<file path="src/rtl/regfile_wb_arbiter.sv">
// Write-back scheduler: queues execute/memory writes and serialises them onto one register-file write port.
// Latency: a request accepted into an empty queue at edge k is presented on wr_* after edge k+1; 1 write/cycle.
// Backpressure: in_ready drops when fewer than two slots are free; wr_hold freezes the write port and the dequeue.
//
// Ports:
//   clk, rst_n              clock, synchronous active-low reset
//   e_valid/e_dst/e_val     execute write request (valE)
//   m_valid/m_dst/m_val     memory write request (valM)
//   in_ready                both request slots can be accepted this cycle
//   wr_hold                 register file stall; holds wr_* and blocks dequeue
//   wr_en/wr_addr/wr_data   registered register-file write port
//   pend_mask               registers with a queued or in-flight write
//   count                   occupied queue entries
module regfile_wb_arbiter #(
  parameter int DEPTH = 4,
  parameter int W     = 64,
  localparam int CW   = $clog2(DEPTH + 1)
) (
  input  logic          clk,
  input  logic          rst_n,
  input  logic          e_valid,
  input  logic [3:0]    e_dst,
  input  logic [W-1:0]  e_val,
  input  logic          m_valid,
  input  logic [3:0]    m_dst,
  input  logic [W-1:0]  m_val,
  output logic          in_ready,
  input  logic          wr_hold,
  output logic          wr_en,
  output logic [3:0]    wr_addr,
  output logic [W-1:0]  wr_data,
  output logic [14:0]   pend_mask,
  output logic [CW-1:0] count
);

  localparam int PW = (DEPTH > 1) ? $clog2(DEPTH) : 1;
  localparam logic [3:0] RNONE = 4'hF;

  typedef struct packed {
    logic [3:0]   dst;
    logic [W-1:0] val;
  } entry_t;

  entry_t         mem_q [DEPTH];
  entry_t         mem_d [DEPTH];
  logic [PW-1:0]  wr_ptr_q, wr_ptr_d;
  logic [PW-1:0]  rd_ptr_q, rd_ptr_d;
  logic [CW-1:0]  count_q, count_d;
  logic           wr_en_q, wr_en_d;
  logic [3:0]     wr_addr_q, wr_addr_d;
  logic [W-1:0]   wr_data_q, wr_data_d;

  logic           e_keep, m_keep, deq;

  // Admission only needs state, so requesters never see a loop through e_*/m_*.
  assign in_ready = (count_q <= CW'(DEPTH - 2));

  always_comb begin
    mem_d     = mem_q;
    wr_ptr_d  = wr_ptr_q;
    rd_ptr_d  = rd_ptr_q;
    count_d   = count_q;
    wr_en_d   = wr_en_q;
    wr_addr_d = wr_addr_q;
    wr_data_d = wr_data_q;

    // RNONE requests are accepted but never take a slot.
    e_keep = e_valid && in_ready && (e_dst != RNONE);
    m_keep = m_valid && in_ready && (m_dst != RNONE);
    deq    = !wr_hold && (count_q != '0);

    // E goes ahead of M so that a same-register pair leaves M's value last.
    if (e_keep) begin
      mem_d[wr_ptr_q] = '{dst: e_dst, val: e_val};
    end
    if (m_keep) begin
      mem_d[e_keep ? (wr_ptr_q + PW'(1)) : wr_ptr_q] = '{dst: m_dst, val: m_val};
    end
    wr_ptr_d = wr_ptr_q + PW'(e_keep) + PW'(m_keep);
    rd_ptr_d = rd_ptr_q + PW'(deq);
    count_d  = count_q + CW'(e_keep) + CW'(m_keep) - CW'(deq);

    // Port is frozen under wr_hold; otherwise it shows the head or goes idle,
    // keeping the last address/data when idle.
    if (!wr_hold) begin
      wr_en_d = deq;
      if (deq) begin
        wr_addr_d = mem_q[rd_ptr_q].dst;
        wr_data_d = mem_q[rd_ptr_q].val;
      end
    end
  end

  // Stored entries always carry dst <= 14, so the decode never touches bit 15.
  always_comb begin
    pend_mask = '0;
    for (int i = 0; i < DEPTH; i++) begin
      if (CW'(i) < count_q) begin
        pend_mask = pend_mask | (15'(1) << mem_q[rd_ptr_q + PW'(i)].dst);
      end
    end
    if (wr_en_q) begin
      pend_mask = pend_mask | (15'(1) << wr_addr_q);
    end
  end

  always_ff @(posedge clk) begin
    if (!rst_n) begin
      wr_ptr_q  <= '0;
      rd_ptr_q  <= '0;
      count_q   <= '0;
      wr_en_q   <= 1'b0;
      wr_addr_q <= RNONE;
      wr_data_q <= '0;
    end else begin
      wr_ptr_q  <= wr_ptr_d;
      rd_ptr_q  <= rd_ptr_d;
      count_q   <= count_d;
      wr_en_q   <= wr_en_d;
      wr_addr_q <= wr_addr_d;
      wr_data_q <= wr_data_d;
    end
  end

  // Payload storage needs no reset: occupancy is tracked by count_q.
  always_ff @(posedge clk) begin
    mem_q <= mem_d;
  end

  assign wr_en   = wr_en_q;
  assign wr_addr = wr_addr_q;
  assign wr_data = wr_data_q;
  assign count   = count_q;

endmodule

</file>
<file path="config.mk">
export PLATFORM = sky130hd
export DESIGN_NAME = regfile_wb_arbiter
export DESIGN_NICKNAME = d
export VERILOG_FILES = /design/src/rtl/regfile_wb_arbiter.sv
export SDC_FILE = /design/constraint.sdc
export NUM_CORES = 1
export LEC_CHECK = 0
export BUFFER_PORTS_ARGS = -buffer_cell sky130_fd_sc_hd__buf_2
export CAP_MARGIN = 30
export CORE_MARGIN = 2
export CORE_UTILIZATION = 53
export CTS_CLUSTER_DIAMETER = 200
export DETAILED_ROUTE_END_ITERATION = 8
export PLACE_DENSITY = 0.82
export REMOVE_ABC_BUFFERS = 1
export SYNTH_ARGS = -nofsm -noshare
export SYNTH_HDL_FRONTEND = slang
export SYNTH_SLANG_ARGS = --single-unit
</file>
<file path="constraint.sdc">
create_clock -name clk -period 6 [get_ports clk]
set_input_delay 0.6 -clock clk [delete_from_list [all_inputs] [get_ports clk]]
set_output_delay 0.6 -clock clk [all_outputs]
set_load 0.01 [all_outputs]
</file>
# Word level (Yosys, flattened, before mapping)
# Index checks and enable logic that the tools add are counted.
# classes
n_eq_ne	2
n_reduce_logical	10
mux	26
n_addsub	10
shifts	5
order_cmp	13
n_bitwise	11
# ops
cell	n
$mux 68	10
$bmux 68 s2	4
$bwmux 272	2
$mux 272	2
$demux 68 s2	2
$mux 15	5
$shl 1x4->15 const A	5
$or 15x15->15	4
$ge 3x3->1 const B	6
$not 2->3	6
$ne 4x4->1 const B	2
$logic_and 1x1->1	7
$add 2x1->2	3
$add 3x1->3	2
$lt 1x3->1 const A	2
$lt 2x3->1 const A	2
$lt 3x1->1 const B	2
$add 2x1->2 const B	2
$add 2x2->2 const B	2
$le 3x2->1 const B	1
$reduce_bool 3->1	1
$sub 3x1->3	1
$mux 2	1
$reduce_and 2->1	1
other kinds (2)	2
# word_totals
output_inout_bits	88
register_bits	348

# Longest topological paths before layout
# logic_depth
depth_word	14
depth_mapped	12
ltp_nobuf	11

# Worst setup path before layout
# Ideal clock, no wire load.
# synth_path
path_type	reg2reg
from	register count_q[2] (netlist: count[2])
to	register count_q[1] (netlist: count[1])
slack_ps	3111
arrival_ps	2774
period_less_slack_ps	2889
stages_incl_launch_ff	12
path_cell_list	dfxtp_1 > inv_1 > ha_1 > buf_2 > clkbuf_1 > or2_2 > nand2_1 > ha_1 > fa_1 > inv_1 > fa_1 > and2_1
# synth_between
elab_chain_len	6
word_cells_on_any_way	10
# synth_lines
element	line	rtl
from (decl)	48	logic [CW-1:0] count_q, count_d;
from (signal assigned)	118	count_q <= count_d;
$le 3x2->1 (*)	56	assign in_ready = (count_q <= CW'(DEPTH - 2));
named net in_ready	27	output logic in_ready,
$logic_and 1x1->1 (2 in series)	68	e_keep = e_valid && in_ready && (e_dst != RNONE);
$add 3x1->3	81	count_d = count_q + CW'(e_keep) + CW'(m_keep) - CW'(deq);
$add 3x1->3 (*)	81	
$sub 3x1->3 (*)	81	
named net count_d[1]	48	
# Mark *: on every way through the listed nets, which the timed path passes. The rest lies on a longest branch.
# A chain may end at the register's enable or synchronous reset.

# Worst setup path after layout
# layout_path
from	register rd_ptr_q[0]
to	output port pend_mask[3]
# layout_between
elab_chain_len	14
word_cells_on_any_way	32
# layout_lines
element	line	rtl
from (decl)	47	logic [PW-1:0] rd_ptr_q, rd_ptr_d;
from (signal assigned)	117	rd_ptr_q <= rd_ptr_d;
$add 2x1->2 / $not 2->3 (equally long branches)	99	pend_mask = pend_mask | (15'(1) << mem_q[rd_ptr_q + PW'(i)].dst);
$not 2->3 (implied by the code) / $bmux 68 s2 (equally long branches)	99	
$bmux 68 s2 / $mux 68 (equally long branches)	99	
$mux 68 (implied by the code)	99	
$mux 68 (implied by the code) / $shl 1x4->15 (equally long branches)	99	
$shl 1x4->15 / $mux 15 (equally long branches)	99, 98	
$or 15x15->15	99	
$mux 15	98	if (CW'(i) < count_q) begin
$or 15x15->15	99	
$mux 15	98	
$or 15x15->15	99	
$mux 15 (*)	98	
$or 15x15->15	103	pend_mask = pend_mask | (15'(1) << wr_addr_q);
$mux 15 (*)	102	if (wr_en_q) begin
to (decl)	32	output logic [14:0] pend_mask,
# Every way passes the cells marked *; elsewhere a longest branch is shown, timed or not. The select of a mux whose other input is x is not followed.

==> flow_summary_export.csv <==
group,metric,value,unit
outcome,status,"finished clean",
floorplanning,die_h,183,microns
pwr,p_leak,9.23,nW
critical_path,crit_path_start_kind,"flop",
cts,postCtsResizedCells,0,
logic_synthesis,yosysUniqueCellTypes,47,
floorplanning,ios,229,
routing,ant_nets,0,
sta,rsz0062_at_grt,"false",
routing,via_count,13800,
finish,num-nets-final,2095,
flow_run,cap_violations,0,
grt,grt_overflow,0,
pwr,power_density,554,nW/um^2
floorplanning,start_util,53.7,%
place,dp_hpwl,29.0,mm
routing,post-route-drc-count,0,
critical_path,critPathMaxFanout,53,
logic_synthesis,syn_inst,1787,
routing,drt-vias-per-instance,5.78,
place,port_buffers,228,
pwr,irDropWorstVdd,0.295,mV
sta,fmax,0.264,GHz
finish,drive_gt1_share,20.9,%
cts,cts_tree,"done",
critical_path,arrival,3180,ps
cts,h-tree-depth,2,
logic_synthesis,netlist_area,17000,sq um
critical_path,r2r_cells,8,
routing,initialDrtViolationCount,1044,
cts,clkTransAtPathRegs,60,ps
critical_path,end_kind,"primary output",
cts,root_buffer,"clkbuf_16",
finish,multi_input_area,9220,sq um
logic_synthesis,synth_ff_type,"dfxtp_1",
critical_path,cp_data_required_time,5400,ps
critical_path,reg2reg_from,"count[2]",
critical_path,reg2reg_to,"mem_q[104]",
cts,cts_setup_buffers,0,
logic_synthesis,ys_warn_count,0,
sta,finalClockSkew,15.7,ps
place,dp.cells,2305,
hold_path,hp-class,"in2reg",
routing,routed_wl,45.9,mm
floorplanning,std_cell_rows,65,
place,gp_congestion,0.898,
floorplanning,core-area,31600,sq um
sta,finalHoldViolations,0,
finish,fin_cells,2386,
hold_path,worstHoldPathCells,3,
grt,grt_pass1_wl,72.2,mm
cts,clk_path_buf_depth,3,
sta,setup_viol,0,
grt,grt_max_degree,89,
sta,tightest_slew,1030,ps
logic_synthesis,synth_edf_count,0,
cts,numCtsBuffers,38,
routing,wl_per_cell,19.2,microns
critical_path,crit_type,"reg2out",
sta,period_needed,3780,ps
sta,relSlewSlack,31.6,%
finish,fillers,2610,
sta,slew_violations,0,
grt,antenna_found_initial,22,
floorplanning,die-width,183,microns
logic_synthesis,synthArstFlopShare,0,%
hold_path,hold_start,"m_val[40]",
cts,cts_sinks,348,
routing,drtPass1Iterations,6,
grt,grt_util_all_layers,27.0,%
finish,syn2layout_area_growth,14.1,%
cts,hold_buffers,0,
critical_path,r2r_setup_slack,2680,ps
hold_path,holdPathEnd,"mem_q[40]",
logic_synthesis,avgSynthCellArea,9.49,sq um
sta,fin_crit_sh,63.1,%
logic_synthesis,ys_ff_latch,348,
finish,seqCellArea,6970,sq um
cts,clkLatencyLatePin,520,ps
floorplanning,dieArea,33400,sq um
sta,setup_tns,0,ps
logic_synthesis,ys_seq_area_share,41.1,%
grt,grt_pass1_vias,13800,
[worst max-delay path, stage by stage, from the launching register on]
cell and delay [ps]:
dfxtp_4 950, mux4_2 620, or3b_1 410, nor2_1 280, a22oi_1 160, nand3_1 110
buf_2 130
[registers in the layout, summed over array words and instances, names as in the netlist]
name      cells
wr_data      64
wr_ptr_q      2
count         3
rd_ptr_q      2
wr_en         1
mem_q       272
wr_addr       4
[metrics by stage]
stage | power, mW | cell area [sq um] | hold slack [ps] | util [%] | setup slack [ps]
finish | 10.7 | 19400 | 319 | 61.3 | 2220
global route | 11.4 | 19300 | 319 | 61.3 | 2080
CTS | 10.7 | 19300 | 305 | 61.2 | 2220
detailed placement | 8.45 | 18100 | 457 | 57.3 | 2720
global placement | 8.22 | 18000 | 451 | 57.1 | 2510
floorplan | 7.30 | 16200 | 487 | - | -489
[where the power goes]
group | switching (mW) | leakage [nW] | total, mW | internal, mW
Combinational | 2.30 | 5.71 | 4.34 | 2.04
Sequential | 0.674 | 2.91 | 4.11 | 3.43
Clock | 0.936 | 0.602 | 2.29 | 1.35
[cells in the mapped netlist (3+ instances only)]
master    instances  area, sq um
o21ai_0          20          100
fa_1              3         60.1
nand3_1          20          100
mux2i_1         281         2810
nor3_1            9         45.0
mux4_2           71         1600
inv_1             8         30.0
and2_1           11         68.8
nor2b_1          14         87.6
clkbuf_1         36          135
or2_2             3         18.8
a22oi_1          16          120
buf_4            15          113
nand2_1         293         1100
nor2_1          159          597
a21boi_0         65          488
nand2b_1          7         43.8
a211oi_1          4         30.0
a21oi_1         152          761
buf_2            66          330
mux2_2           14          158
o211ai_4          4         85.1
o21ai_1         116          581
nand3b_1          3         22.5
ha_1              8          100
dfxtp_1         348         6970
buf_6            11          124
[cell type report]
cell class / count / area share (%)
Multi-Input combinational cell: 1295 / 47.7
Sequential cell: 348 / 36.0
Timing Repair Buffer: 251 / 6.96
Clock buffer: 59 / 6.10
Tap cell: 402 / 2.60
Clock inverter: 7 / 0.278
Antenna cell: 15 / 0.194
Inverter: 9 / 0.175
[per-layer routing]
layer / track usage [%] / part of all wire, % / vias up
met4: 10.5 / 3.0 / 12
met3: 6.24 / 7.5 / 106
met2: 45.7 / 48 / 473
met5: 0 / 0.18 / -
met1: 33.6 / 41 / 6571
li1: - / - / 6634
[logic make-up after synthesis]
| group | share of synthesized area [%] |
|---|---|
| buffers and inverters | 4.83 |
| AND/OR/NAND/NOR | 12.7 |
| XOR/XNOR | 0.155 |
| adder cells (fa/ha/maj) | 0.945 |
| flip-flops | 41.1 |
| AO/OA/AOI/OAI | 13.3 |
| multiplexers | 26.9 |
[how the worst max path moves through the flow]
stage           startpoint             to  slack, ps
5_1_grt        rd_ptr_q[0]  pend_mask[11]       2080
6_report       rd_ptr_q[0]   pend_mask[3]       2220
4_1_cts        rd_ptr_q[0]   pend_mask[3]       2220
2_1_floorplan  wr_ptr_q[0]     mem_q[204]       -490
3_3_place_gp      count[2]     mem_q[134]       2510
3_5_place_dp      count[2]     mem_q[104]       2720
[placed cells by master (no fill, tap or decap), types with 2 or more instances in the layout]
| cell type | netlist | final |
|---|---|---|
| and2_1 | 11 | 11 |
| nor2_1 | 159 | 159 |
| mux2i_1 | 281 | 281 |
| dfxtp_4 | 0 | 2 |
| nor3_1 | 9 | 9 |
| o221a_4 | 0 | 2 |
| mux2_2 | 14 | 14 |
| inv_1 | 8 | 8 |
| clkbuf_16 | 0 | 38 |
| or2_2 | 3 | 3 |
| a2bb2oi_1 | 2 | 2 |
| and4b_1 | 2 | 2 |
| nor4_1 | 2 | 2 |
| buf_2 | 66 | 228 |
| a21oi_1 | 152 | 152 |
| o211ai_4 | 4 | 4 |
| dfxtp_1 | 348 | 346 |
| clkinv_2 | 0 | 3 |
| nand3_1 | 20 | 20 |
| fa_1 | 3 | 3 |
| a22oi_1 | 16 | 16 |
| clkbuf_8 | 0 | 15 |
| mux4_2 | 71 | 71 |
| o221ai_4 | 0 | 2 |
| diode_2 | 0 | 15 |
| o21ai_0 | 20 | 20 |
| clkinvlp_4 | 0 | 3 |
| and4_1 | 2 | 2 |
| clkbuf_1 | 36 | 6 |
| xnor2_1 | 2 | 2 |
| a211oi_1 | 4 | 4 |
| nand3b_1 | 3 | 3 |
| nor2b_1 | 14 | 14 |
| nand2_1 | 293 | 293 |
| buf_4 | 15 | 21 |
| a21boi_0 | 65 | 65 |
| ha_1 | 8 | 8 |
| o21ai_1 | 116 | 116 |
| nand2b_1 | 7 | 7 |
Note: power is estimated with default switching activity, not from simulation.
